===== src/rtl/risc_pkg.sv =====
// risc_pkg: shared definitions for the 16-bit RISC_PROC pipeline.
//   DEF_DATA_W / DEF_ADDR_W : default instruction and word-address widths
//   OPCODE_MSB / OPCODE_LSB : position of the opcode field in an instruction
//   NOP_INSTR               : bubble instruction (opcode 0000 decodes to no control)
//   if_state_e              : fetch-stage state encoding
//   opcode_of()             : extract the opcode field from an instruction
package risc_pkg;

  localparam int DEF_DATA_W = 16;
  localparam int DEF_ADDR_W = 16;

  localparam int OPCODE_MSB = 15;
  localparam int OPCODE_LSB = 12;

  localparam logic [15:0] NOP_INSTR = 16'h0000;

  typedef enum logic [1:0] {
    FETCH  = 2'd0,
    SQUASH = 2'd1,
    HELD   = 2'd2
  } if_state_e;

  function automatic logic [3:0] opcode_of(input logic [15:0] instr);
    return instr[OPCODE_MSB:OPCODE_LSB];
  endfunction

endpackage


===== src/rtl/pc_next_mux.sv =====
// pc_next_mux: priority select of the next program counter.
//   pcsrc2 / jump_target   : EX-resolved redirect (highest priority, oldest)
//   pcsrc1 / branch_target : ID-resolved redirect
//   hold                   : keep the current pc
//   pc                     : current pc
//   pc_next                : selected next pc (pc+1 wraps modulo 2^ADDR_W)
module pc_next_mux
  import risc_pkg::*;
#(
  parameter int ADDR_W = DEF_ADDR_W
) (
  input  logic              pcsrc2,
  input  logic [ADDR_W-1:0] jump_target,
  input  logic              pcsrc1,
  input  logic [ADDR_W-1:0] branch_target,
  input  logic              hold,
  input  logic [ADDR_W-1:0] pc,
  output logic [ADDR_W-1:0] pc_next
);

  always_comb begin
    if (pcsrc2) begin
      pc_next = jump_target;
    end else if (pcsrc1) begin
      pc_next = branch_target;
    end else if (hold) begin
      pc_next = pc;
    end else begin
      pc_next = pc + ADDR_W'(1);
    end
  end

endmodule


===== src/rtl/if_stage.sv =====
// if_stage: instruction fetch and IF/ID pipeline register.
//   clk, rst_n                 : clock (rising edge), async active-low reset
//   imem_req/addr/ack/rdata    : request/acknowledge instruction-memory port
//   stall                      : hold IF/ID and pc
//   pcsrc1/branch_target       : ID-resolved redirect
//   pcsrc2/jump_target         : EX-resolved redirect (wins over pcsrc1)
//   if_id_flush                : bubble the IF/ID register
//   if_id_instr/pc1/valid      : registered instruction, its pc+1, valid flag
module if_stage
  import risc_pkg::*;
#(
  parameter int                DATA_W   = DEF_DATA_W,
  parameter int                ADDR_W   = DEF_ADDR_W,
  parameter logic [ADDR_W-1:0] RESET_PC = '0
) (
  input  logic              clk,
  input  logic              rst_n,
  output logic              imem_req,
  output logic [ADDR_W-1:0] imem_addr,
  input  logic              imem_ack,
  input  logic [DATA_W-1:0] imem_rdata,
  input  logic              stall,
  input  logic              pcsrc1,
  input  logic [ADDR_W-1:0] branch_target,
  input  logic              pcsrc2,
  input  logic [ADDR_W-1:0] jump_target,
  input  logic              if_id_flush,
  output logic [DATA_W-1:0] if_id_instr,
  output logic [ADDR_W-1:0] if_id_pc1,
  output logic              if_id_valid
);

  if_state_e         state_q, state_d;
  logic              req_en_q, req_en_d;
  logic [ADDR_W-1:0] pc_q, pc_d, pc_plus1;
  logic [ADDR_W-1:0] squash_addr_q, squash_addr_d;
  logic              skid_valid_q, skid_valid_d;
  logic [DATA_W-1:0] skid_instr_q, skid_instr_d;
  logic [ADDR_W-1:0] skid_pc1_q, skid_pc1_d;
  logic [DATA_W-1:0] instr_q, instr_d;
  logic [ADDR_W-1:0] pc1_q, pc1_d;
  logic              valid_q, valid_d;
  logic              redirect, ack, pc_hold, fetch_load, skid_load, skid_write;

  // An ack only counts when we are actually requesting; anything else is void.
  assign redirect = pcsrc1 | pcsrc2;
  assign ack      = imem_ack & imem_req;
  assign pc_plus1 = pc_q + ADDR_W'(1);

  // The pc only moves sequentially when a fetch completes; a stall that
  // coincides with the ack still advances it because the data goes to the skid.
  assign pc_hold    = !((state_q == FETCH) && ack);
  assign fetch_load = (state_q == FETCH) && ack && !redirect && !stall;
  assign skid_write = (state_q == FETCH) && ack && !redirect && stall;
  assign skid_load  = (state_q == HELD) && !redirect && !stall && skid_valid_q;

  pc_next_mux #(.ADDR_W(ADDR_W)) u_pc_next_mux (
    .pcsrc2        (pcsrc2),
    .jump_target   (jump_target),
    .pcsrc1        (pcsrc1),
    .branch_target (branch_target),
    .hold          (pc_hold),
    .pc            (pc_q),
    .pc_next       (pc_d)
  );

  // State register.
  always_ff @(posedge clk or negedge rst_n) begin
    if (!rst_n) begin
      state_q <= FETCH;
    end else begin
      state_q <= state_d;
    end
  end

  // Next-state logic. A redirect without an ack must wait out the
  // outstanding request in SQUASH so its data can be thrown away.
  always_comb begin
    state_d = state_q;
    case (state_q)
      FETCH: begin
        if (redirect) begin
          state_d = ack ? FETCH : SQUASH;
        end else if (ack && stall) begin
          state_d = HELD;
        end
      end
      SQUASH: begin
        if (ack) begin
          state_d = FETCH;
        end
      end
      HELD: begin
        if (redirect || !stall) begin
          state_d = FETCH;
        end
      end
      default: state_d = FETCH;
    endcase
  end

  // Memory port outputs. SQUASH keeps presenting the old address until the
  // pending request is acknowledged.
  always_comb begin
    imem_req  = 1'b0;
    imem_addr = pc_q;
    case (state_q)
      FETCH: imem_req = req_en_q;
      SQUASH: begin
        imem_req  = 1'b1;
        imem_addr = squash_addr_q;
      end
      default: imem_req = 1'b0;
    endcase
  end

  // Datapath: request enable, squash address, skid buffer and IF/ID.
  // The request enable holds imem_req low until the first edge out of reset.
  always_comb begin
    req_en_d      = 1'b1;
    squash_addr_d = (state_q == FETCH) ? pc_q : squash_addr_q;

    skid_valid_d = skid_valid_q;
    skid_instr_d = skid_instr_q;
    skid_pc1_d   = skid_pc1_q;
    if (skid_write) begin
      skid_valid_d = 1'b1;
      skid_instr_d = imem_rdata;
      skid_pc1_d   = pc_plus1;
    end else if ((state_q == HELD) && (redirect || !stall)) begin
      skid_valid_d = 1'b0;
      skid_instr_d = DATA_W'(NOP_INSTR);
      skid_pc1_d   = '0;
    end

    instr_d = instr_q;
    pc1_d   = pc1_q;
    valid_d = valid_q;
    if (if_id_flush) begin
      instr_d = DATA_W'(NOP_INSTR);
      pc1_d   = '0;
      valid_d = 1'b0;
    end else if (stall) begin
      valid_d = valid_q;
    end else if (fetch_load) begin
      instr_d = imem_rdata;
      pc1_d   = pc_plus1;
      valid_d = 1'b1;
    end else if (skid_load) begin
      instr_d = skid_instr_q;
      pc1_d   = skid_pc1_q;
      valid_d = 1'b1;
    end else begin
      instr_d = DATA_W'(NOP_INSTR);
      pc1_d   = '0;
      valid_d = 1'b0;
    end
  end

  always_ff @(posedge clk or negedge rst_n) begin
    if (!rst_n) begin
      req_en_q      <= 1'b0;
      pc_q          <= RESET_PC;
      squash_addr_q <= RESET_PC;
      skid_valid_q  <= 1'b0;
      skid_instr_q  <= DATA_W'(NOP_INSTR);
      skid_pc1_q    <= '0;
      instr_q       <= DATA_W'(NOP_INSTR);
      pc1_q         <= '0;
      valid_q       <= 1'b0;
    end else begin
      req_en_q      <= req_en_d;
      pc_q          <= pc_d;
      squash_addr_q <= squash_addr_d;
      skid_valid_q  <= skid_valid_d;
      skid_instr_q  <= skid_instr_d;
      skid_pc1_q    <= skid_pc1_d;
      instr_q       <= instr_d;
      pc1_q         <= pc1_d;
      valid_q       <= valid_d;
    end
  end

  assign if_id_instr = instr_q;
  assign if_id_pc1   = pc1_q;
  assign if_id_valid = valid_q;

endmodule

===== config.mk =====
export PLATFORM = sky130hd
export DESIGN_NAME = if_stage
export DESIGN_NICKNAME = d
export VERILOG_FILES = /design/src/rtl/risc_pkg.sv /design/src/rtl/pc_next_mux.sv /design/src/rtl/if_stage.sv
export SDC_FILE = /design/constraint.sdc
export NUM_CORES = 1
export LEC_CHECK = 0
export ABC_AREA = 1
export BUFFER_PORTS_ARGS = -buffer_cell sky130_fd_sc_hd__buf_2
export CAP_MARGIN = 20
export CORE_UTILIZATION = 35
export DETAILED_ROUTE_END_ITERATION = 7
export GPL_TIMING_DRIVEN = 0
export PLACE_DENSITY_LB_ADDON = 0.12
export SYNTH_ARGS = -nofsm -noshare
export SYNTH_HDL_FRONTEND = slang
export SYNTH_SLANG_ARGS = --single-unit

===== constraint.sdc =====
create_clock -name clk -period 2.7 [get_ports clk]
set_input_delay 0 -clock clk [delete_from_list [all_inputs] [get_ports clk]]
set_output_delay 0 -clock clk [all_outputs]
set_load 0.01 [all_outputs]

==> run_results.csv, run 1 <==
group,metric,value,unit
yosys,synth_top_area_share,48.9,%
clock_network,cts_tree,"built",
yosys,ys_seq_elements,101,
cells_and_area,fin_cells,1009,
timing,worstMarginPinSlew,0.573,ns
timing,final-setup-viol-count,0,
yosys,yosys-top-cells-count,"nand2_1 (182), dfrtp_1 (101), nor2_1 (78)",
grt,grt_start_max_net_pins,62,
pwr,p_leak,0.00345,uW
yosys,ys_async_sr_fraction,100,%
place,placed_cell_area,5940,sq um
grt,met1_usage,27.2,%
yosys,synth_largest_area_cell,"dfrtp_1",
die,num_io_pins,105,
clock_network,cts_setup_buffers,0,
grt,gr-usage-met3,4.89,%
yosys,yosysWarnings,0,
timing,max-slew-margin-rel,61.8,%
detailed_routing,dr.pass1.iters,5,
yosys,synth_cells,668,
setup_path,rrSetupSlack,0.34,ns
cells_and_area,fin_nets,876,
run_status,outcome,"finished, final reports clean",
clock_network,cts.sinks,101,
grt,grtUsageMet2,34.0,%
cells_and_area,multi_input_area,2140,sq um
timing,holdWs,0.0104,ns
place,io_buffers,103,
detailed_routing,drt_iter0_drc,303,
cells_and_area,design_area,6590,sq um
yosys,syn_area,5160,sq um
yosys,syn_nets,724,
pwr,p_per_area,620,nW/um^2
yosys,yosys-top-cells-area,"dfrtp_1 (49%), nand2_1 (13%), o21ai_0 (6.7%), nor2_1 (5.7%), inv_1 (5.6%)",
hold_path,whs_endpoint,"pc_q[0]",
detailed_routing,drt-wirelength-per-cell,14.7,um
hold_path,min-delay-start,"branch_target[0]",
die,fp.coreArea,14500,sq um
cells_and_area,fillers,1511,
grt,grt_usage,20.6,%
yosys,synth_most_common_cell,"nand2_1",
grt,grt_remaining_overflow,0,
clock_network,clockBufferDepth,2,
clock_network,numCtsBuffers,9,
setup_path,r2r.worst_path.cells,9,
die,die_h,123,um
timing,fin_skew,0.00669,ns
detailed_routing,wl,14900,um
detailed_routing,route.antenna.remaining_nets,0,
detailed_routing,drt-vias-per-instance,4.79,
clock_network,postCtsHoldBufs,37,
clock_network,cts_resized,0,
die,initial_utilization,35.7,%
cells_and_area,drive_above_1_share,19.2,%
job,cap_viol_max_count,0,
setup_path,r2r_start,"pc_q[1]",
grt,grt_pass1_vias,4622,
setup_path,start_kind,"register",
timing,rsz0062_at_grt,"no",
yosys,seq_area_frac_synth,48.9,%
timing,fmax,0.424,GHz
hold_path,hp-class,"input pin to register",
setup_path,crit_fanout,6,
grt,antenna_found_initial,0,
timing,finalMaxSlewViolations,0,
grt,grt_pass1_wl,23500,um
cells_and_area,final-seq-area,2530,sq um
place,dp.cells,956,
yosys,synth_edf_count,0,
cells_and_area,syn_to_final_growth,27.6,%
setup_path,timing.rr.end,"pc_q[8]",
pwr,total_power,4090,uW
place,dp_hpwl,10800,um
yosys,synth_cell_types,38,
setup_path,cp.required,2.94,ns
setup_path,critPathKind,"register to register",
timing,final.setup.tns,0,ns
clock_network,clkTransAtPathRegs,0.07,ns
clock_network,h-tree-depth,3,
die,die_w,123,um
clock_network,root_buffer,"clkbuf_16",
cells_and_area,antenna_cells,0,
die,dieArea,15200,sq um
grt,top_usage_layer,"met2",
pwr,irDropWorstVdd,0.000404,V
detailed_routing,drcViolationCount,0,
place,gp_congestion,0.832,
timing,period_share,87.3,%
hold_path,hold_depth,3,
setup_path,crit_path_end_kind,"register",
clock_network,clock_latency,0.35,ns
timing,fin_crit,2.36,ns
detailed_routing,vias,4834,
setup_path,cp.arrival,2.60,ns
die,fp-row-count,44,
timing,hold_viol,0,
yosys,ys.flop_type,"dfrtp_1",
yosys,syn_avg_cell_area,7.73,sq um
-- how the worst max path moves through the flow --
stage,to,start,cells past startpoint,slack [ns]
2_1_floorplan,if_id_pc1[8],pc_q[1],8,1.24
3_3_place_gp,squash_addr_q[9],rst_n,1,0.41
3_5_place_dp,if_id_pc1[8],pc_q[1],8,0.85
4_1_cts,pc_q[8],pc_q[1],9,0.33
5_1_grt,pc_q[8],pc_q[1],9,0.18
6_report,pc_q[8],pc_q[1],9,0.34
-- cell usage in the layout, fill, tap and decap left out, types with 2 or more instances in the layout --
cell	netlist	layout
dfrtp_1	101	101
nand2_2	2	2
a31oi_1	2	2
nor2_1	78	78
nand2_4	2	2
buf_4	4	5
buf_6	5	5
o21ai_1	25	25
o211ai_1	9	9
inv_1	77	77
clkinv_2	2	2
o22ai_2	8	8
nand3_1	18	18
o22ai_1	6	6
clkbuf_1	13	15
dlygate4sd3_1	0	37
o21ai_0	69	69
clkbuf_16	0	9
clkinv_4	0	3
nand4_1	4	4
inv_2	2	2
a21o_1	3	3
xor2_1	6	6
nor2_4	3	3
a21oi_1	25	25
nand2_1	182	182
buf_2	8	110
-- power by group --
part / total [uW] / switching (uW) / leakage, uW / internal [uW]
sequential: 1920 / 145 / 0.00129 / 1770
clock: 1260 / 598 / 0.000133 / 657
combinational: 916 / 548 / 0.00203 / 369
total: 4090 / 1290 / 0.00345 / 2800
-- routing by layer --
layer  vias up  part of all wire (%)  routed length, um
met5         -                     0                  0
met4         0                  0.86                128
met3        11                   4.9                722
met2       130                    46               6860
met1      2265                    48               7150
li1       2428                     -                  -
-- layout make-up --
class / instances / area share, %
Sequential cell: 101 / 38.3
Clock inverter: 4 / 0.513
Buffer: 32 / 2.79
Inverter: 82 / 4.71
Clock buffer: 12 / 3.74
Timing Repair Buffer: 141 / 13.9
Multi-Input combinational cell: 453 / 32.5
Tap cell: 184 / 3.49
-- worst max-delay path: stages, from the launching register on --
cell and delay [ns]:
dfrtp_1 0.46, ha_1 0.23, nand2_1 0.12, nor2_2 0.28, nand2_1 0.11, xor2_1 0.28
o21ai_0 0.12, nand2_1 0.06, dlygate4sd3_1 0.54, nand2_1 0.05
-- through the flow --
step                utilization [%]  worst slack (ns)
floorplan                         -              1.24
global route                   45.5             0.184
detailed placement             41.0             0.848
CTS                            45.5             0.329
finish                         45.5             0.343
global placement               40.8             0.412
-- state kept, by name, summed over array words and instances, names as in the netlist --
name           flops
skid_pc1_q        16
squash_addr_q     16
if_id_pc1         16
pc_q              16
req_en_q           1
skid_valid_q       1
if_id_instr       16
skid_instr_q      16
state_q            2
if_id_valid        1
-- kinds of logic after synthesis --
group | count (synthesis) | synth area share, %
and+or+nand+nor | 293 | 23.2
AOI/OAI and AO/OA | 151 | 16.8
buffers and inverters | 114 | 9.57
DFF | 101 | 48.9
xor gates and xnor gates | 7 | 1.19
adders and majority gates | 1 | 0.242
other | 1 | 0.0726
Note: power is estimated with default switching activity, not from simulation.
==> run 2: changes to the inputs <==
==> constraint.sdc (replaced) <==
create_clock -name clk -period 2.3 [get_ports clk]
set_input_delay 0 -clock clk [delete_from_list [all_inputs] [get_ports clk]]
set_output_delay 0 -clock clk [all_outputs]
set_load 0.01 [all_outputs]
==> run 2 against run 1 <==
Effect of this change:
- clock skew barely moved
- first-iteration DRC count down 2.6%
- global-route usage about the same
- wire length hardly changed
- non-clock buffer count stayed put
- register-to-register slack worse by 0.18 ns
- core utilization barely moved
- combinational power is 17% higher
- worst setup slack worse by 0.18 ns
- die area did not move
- critical path type unchanged
- worst hold slack got worse by 0.0015 ns
- largest cell class unchanged
==> run_results.csv, run 2 (synthesis gave the netlist of run 1 again) <==
group,metric,value,unit
run_status,outcome,"finished, final reports clean",
die,fp-row-count,44,
detailed_routing,dr.pass1.iters,5,
cells_and_area,final_common_cell,"nand2_1",
grt,antenna_found_initial,0,
timing,fmax,0.467,GHz
setup_path,start_kind,"register",
die,fp.coreArea,14500,sq um
setup_path,crit_start,"state_q[1]",
detailed_routing,drcViolationCount,0,
setup_path,r2r_start,"state_q[1]",
timing,finalMaxSlewViolations,0,
timing,hold_viol,0,
grt,grt_start_max_net_pins,62,
cells_and_area,antenna_cells,0,
cells_and_area,final_cell_mix,"nand2_1 (182), buf_2 (109), dfrtp_1 (101)",
die,num_io_pins,105,
place,gp_congestion,0.832,
detailed_routing,drt-vias-per-instance,4.81,
setup_path,cp.arrival,2.43,ns
detailed_routing,route.antenna.remaining_nets,0,
timing,worstMarginPinSlew,0.566,ns
clock_network,h-tree-depth,3,
timing,rsz0062_at_grt,"no",
timing,final-setup-viol-count,0,
die,initial_utilization,35.7,%
pwr,irDropWorstVdd,0.000476,V
die,die_h,123,um
hold_path,min-delay-start,"branch_target[0]",
detailed_routing,wl,14800,um
detailed_routing,drt_iter0_drc,295,
setup_path,crit_path_end_kind,"register",
place,dp_hpwl,10800,um
cells_and_area,fin_nets,876,
timing,final.setup.tns,0,ns
die,die_w,123,um
setup_path,crit_fanout,10,
grt,grt_pass1_wl,23500,um
clock_network,root_buffer,"clkbuf_16",
job,cap_viol_max_count,0,
pwr,p_leak,0.00345,uW
cells_and_area,drive_above_1_share,19.2,%
die,dieArea,15200,sq um
pwr,p_per_area,727,nW/um^2
hold_path,hp-class,"input pin to register",
detailed_routing,vias,4851,
timing,max-slew-margin-rel,62.3,%
timing,holdWs,0.00891,ns
setup_path,cp.required,2.59,ns
clock_network,cts.sinks,101,
grt,grt_usage,20.6,%
setup_path,critPathKind,"register to register",
grt,grt_pass1_vias,4618,
timing,fin_skew,0.00662,ns
grt,grt_remaining_overflow,0,
timing,period_share,93.1,%
clock_network,cts_tree,"built",
clock_network,numCtsBuffers,9,
timing,fin_crit,2.14,ns
clock_network,clockBufferDepth,2,
clock_network,clkTransAtPathRegs,0.07,ns
place,io_buffers,103,
detailed_routing,drt-wirelength-per-cell,14.7,um
cells_and_area,post-route-util,45.5,%
clock_network,clock_latency,0.35,ns
cells_and_area,syn_to_final_growth,27.7,%
==> run 2: cell count changes in the layout (fill, tap and decap cells not counted) <==
cell,delta
clkbuf_4,+1
buf_2,-1
==> run 2: repair_timing <==
item                                   in CTS  in global routing
setup endpoints to repair                   0                  1
endpoints found under the hold margin      78                  0
hold buffers                               37                  0
gates resized for setup                     0                  1
buffers inserted                            0                  0
==> run 2: layer usage <==
layer,up-vias,GRT usage (%),share of wire (%)
met5,-,0,0
met2,130,34.0,46
met3,13,4.89,4.7
met4,0,4.67,0.92
li1,2428,-,-
met1,2280,27.2,48
==> run 2: cell type report <==
type	instances	area (sq um)
fillers	1507	7890
multi-input cells	453	2140
repair buffers	141	916
clock buffers	12	246
clock inverters	4	33.8
flip-flops and latches	101	2530
plain buffers	32	186
well taps	184	230
inverters	82	310
==> run 2: critical path, cell delays in order (launching register included) <==
cell	delay, ns
dfrtp_1	0.43
inv_1	0.14
o21ai_2	0.10
nor2_4	0.17
nand2_2	0.09
nand2_4	0.12
inv_2	0.11
buf_6	0.16
nor2_1	0.09
nand2_1	0.05
dlygate4sd3_1	0.55
nand2_1	0.06
==> run 2: metrics by stage <==
| stage | cell area [sq um] | cells | total power [uW] | worst slack, ns |
|---|---|---|---|---|
| after floorplan | 5160 | 668 | 2920 | 0.839 |
| after global placement | 5910 | 955 | 3260 | 0.0122 |
| after detailed placement | 5940 | 956 | 3300 | 0.448 |
| after CTS | 6590 | 1009 | 4850 | 0.152 |
| after global routing | 6590 | 1009 | 5100 | 0.00366 |
| final | 6590 | 1009 | 4800 | 0.158 |
==> run 2: power breakdown <==
part           leakage, uW  switching (uW)  internal (uW)
combinational      0.00203             643            432
sequential         0.00129             169           2080
clock             0.000133             700            771
total              0.00345            1510           3280
==> run 2: path summary, 6_finish.rpt <==
| kind | to | slack (ns) | depth (start not counted) |
|---|---|---|---|
| setup / recovery | pc_q[7] | 0.16 | 11 |
| setup reg to reg | pc_q[7] | 0.16 | 11 |
| hold / removal | pc_q[0] | 0.009 | 3 |
| min in group asynchronous | if_id_instr[14] | 0.18 | 2 |
| hold reg to reg | if_id_instr[12] | 0.48 | 2 |
| max in group asynchronous | squash_addr_q[8] | 1.42 | 3 |
==> run 3: changes to the inputs <==
--- a/config.mk
+++ b/config.mk
@@ -11,7 +11,9 @@
 export CORE_UTILIZATION = 35
 export DETAILED_ROUTE_END_ITERATION = 7
 export GPL_TIMING_DRIVEN = 0
+export MAX_ROUTING_LAYER = met4
 export PLACE_DENSITY_LB_ADDON = 0.12
 export SYNTH_ARGS = -nofsm -noshare
 export SYNTH_HDL_FRONTEND = slang
+export SYNTH_HIERARCHICAL = 1
 export SYNTH_SLANG_ARGS = --single-unit
==> run 3 against run 2 <==
Effect of this change:
- die area is 5.4% higher
- critical path type unchanged
- largest cell class unchanged
- worst hold slack better by 0.024 ns
- sequential share of layout area is 2.6 points lower
- largest power group unchanged
==> run_results.csv, run 3 <==
group,metric,value,unit
yosys,synth_top_family_by_area,"simple AND/OR/NAND/NOR gates",
detailed_routing,dr.pass1.iters,4,
detailed_routing,drt-wirelength-per-cell,14.0,um
yosys,synthAdderAreaFrac,0.459,%
grt,grt_usage,21.6,%
yosys,ys_seq_elements,101,
die,die_w,127,um
clock_network,numCtsBuffers,9,
yosys,yosys-top-cells-area,"dfrtp_1 (46%), nand2_1 (18%), inv_1 (6.0%), nor2_1 (5.9%), o21ai_0 (3.4%)",
cells_and_area,drive_above_1_share,17.9,%
timing,fin_skew,0.00501,ns
setup_path,critPathKind,"register to register",
clock_network,cts_tree,"built",
yosys,syn_area,5450,sq um
pwr,p_int,3340,uW
detailed_routing,wl_met1,7300,um
pwr,swShare,30.7,%
pwr,power_frac_clock,32.6,%
hold_path,hold_depth,4,
timing,finalMaxSlewViolations,0,
clock_network,h-tree-depth,3,
timing,period_share,92.1,%
clock_network,clockBufferDepth,2,
detailed_routing,vias,5156,
grt,grt_pass1_vias,5099,
pwr,power_frac_comb,21.0,%
grt,antenna_found_initial,0,
timing,fin_crit,2.12,ns
grt,grt_start_max_net_pins,62,
setup_path,rrSetupSlack,0.18,ns
cells_and_area,syn_to_final_growth,29.7,%
detailed_routing,dr.max_layer_used,"met4",
yosys,synth_cell_types,36,
job,cap_viol_max_count,0,
place,dp_hpwl,11000,um
setup_path,r2r.worst_path.cells,8,
yosys,ys.flop_type,"dfrtp_1",
timing,worstMarginPinSlew,0.836,ns
yosys,seq_area_frac_synth,46.4,%
cells_and_area,final-seq-area,2530,sq um
clock_network,root_buffer,"clkbuf_16",
setup_path,cp.required,2.54,ns
yosys,muxShareOfSynthArea,0,%
place,io_buffers,104,
hold_path,whs_endpoint,"if_id_pc1[1]",
cells_and_area,fillers,1591,
timing,max-slew-margin-rel,44.3,%
timing,holdWs,0.0331,ns
clock_network,clkTransAtPathRegs,0.07,ns
cells_and_area,fin_nets,981,
grt,grt_remaining_overflow,0,
cells_and_area,multi_input_area,2420,sq um
hold_path,hp-class,"input pin to register",
detailed_routing,wl_met3,762,um
pwr,p_seq_share,46.5,%
pwr,p_sw,1480,uW
pwr,p_leak,0.00379,uW
yosys,synth_xor_area_share,1.45,%
timing,final.setup.tns,0,ns
detailed_routing,routed-wl-met2,7240,um
pwr,irDropWorstVdd,0.000406,V
yosys,yosysWarnings,6,
die,num_io_pins,105,
grt,grt_pass1_wl,26100,um
yosys,synth-compound-area-share,11.3,%
setup_path,timing.rr.end,"pc_q[12]",
yosys,synth_cells,755,
timing,final-setup-viol-count,0,
detailed_routing,drt_iter0_drc,232,
timing,fmax,0.472,GHz
yosys,syn_avg_cell_area,7.22,sq um
yosys,yosys-top-cells-count,"nand2_1 (258), dfrtp_1 (101), inv_1 (87)",
yosys,synth_largest_area_cell,"dfrtp_1",
timing,rsz0062_at_grt,"no",
place,gp_congestion,0.820,
yosys,synth_edf_count,0,
die,initial_utilization,35.9,%
setup_path,cp.arrival,2.36,ns
setup_path,crit_path_end_kind,"register",
cells_and_area,final_common_cell,"nand2_1",
die,fp-row-count,45,
die,dieArea,16100,sq um
setup_path,crit_fanout,12,
die,fp.coreArea,15200,sq um
clock_network,clock_latency,0.36,ns
cells_and_area,antenna_cells,0,
clock_network,cts.sinks,101,
detailed_routing,route.antenna.remaining_nets,0,
run_status,outcome,"finished, final reports clean",
timing,hold_viol,0,
yosys,syn_nets,812,
yosys,synth_top_area_share,46.4,%
detailed_routing,drt-vias-per-instance,4.62,
yosys,synth_most_common_cell,"nand2_1",
hold_path,min-delay-start,"if_id_flush",
cells_and_area,final_cell_mix,"nand2_1 (257), buf_2 (110), dfrtp_1 (101)",
die,die_h,127,um
setup_path,r2r_start,"pc_q[8]",
setup_path,start_kind,"register",
detailed_routing,drcViolationCount,0,
detailed_routing,wl,15600,um
yosys,synth-simple-area-share,31.0,%
pwr,p_per_area,683,nW/um^2
yosys,ys_async_sr_fraction,100,%
[run 3: worst max path at each step]
stage	startpoint	to	slack [ns]	cells after the start
2_1_floorplan	state_q[1]	pc_q[15]	0.65	14
3_3_place_gp	rst_n	pc_q[14]	0.02	1
3_5_place_dp	state_q[1]	pc_q[15]	0.35	14
4_1_cts	state_q[1]	pc_q[12]	0.08	11
5_1_grt	pc_q[8]	pc_q[12]	0.04	8
6_report	pc_q[8]	pc_q[12]	0.18	8
[run 3: critical path: stages (launching register included)]
cell and delay, ns:
dfrtp_1 0.68, nand2_1 0.20, nor3_1 0.24, nand4_1 0.11, nand2_1 0.09, nand2_1 0.05
nand2_1 0.05, nand2_1 0.04, dlygate4sd3_1 0.54
[run 3: metal layers]
metal  vias to the layer above  global-route usage, %
met5                         -                      -
met4                         0                   7.49
met3                        16                   4.05
met2                       128                   34.8
met1                      2315                   27.3
li1                       2697                      -
[run 3: kinds of logic after synthesis]
kind of cell,Yosys count
AO/OA/AOI/OAI,114
XOR/XNOR,9
adder cells (fa/ha/maj),2
buffers and inverters,119
flip-flops,101
other,1
AND/OR/NAND/NOR,409
[run 3: power by group through the flow]
stage	Sequential [uW]	Clock (uW)	Combinational [uW]
floorplan	2220	0	643
global placement	2270	0	932
detailed placement	2280	0	940
CTS	2240	1640	1010
global route	2280	1690	1170
finish	2240	1570	1010
[run 3: repair_timing]
| item | CTS | global route |
|---|---|---|
| buffers inserted | 0 | 2 |
| gates resized for setup | 0 | 1 |
| endpoints found under the setup margin | 0 | 2 |
| endpoints found under the hold margin | 108 | 0 |
| hold buffers | 51 | 0 |
[run 3: per-stage QoR]
stage	area, sq um	total power, uW	utilization (%)	worst slack [ns]	std cells
2_1_floorplan	5450	2860	-	0.651	755
3_3_place_gp	6210	3200	40.8	0.0244	1047
3_5_place_dp	6230	3220	41.0	0.350	1048
4_1_cts	7050	4890	46.4	0.0769	1115
5_1_grt	7070	5140	46.5	0.0359	1117
6_report	7070	4830	46.5	0.183	1117
[run 3: layout make-up]
cell class	instances	area share [%]
repair buffers	158	15.1
clock buffers	9	3.19
plain buffers	27	2.32
multi-input cells	535	34.2
inverters	92	4.89
well taps	188	3.33
flip-flops and latches	101	35.8
clock inverters	7	1.20
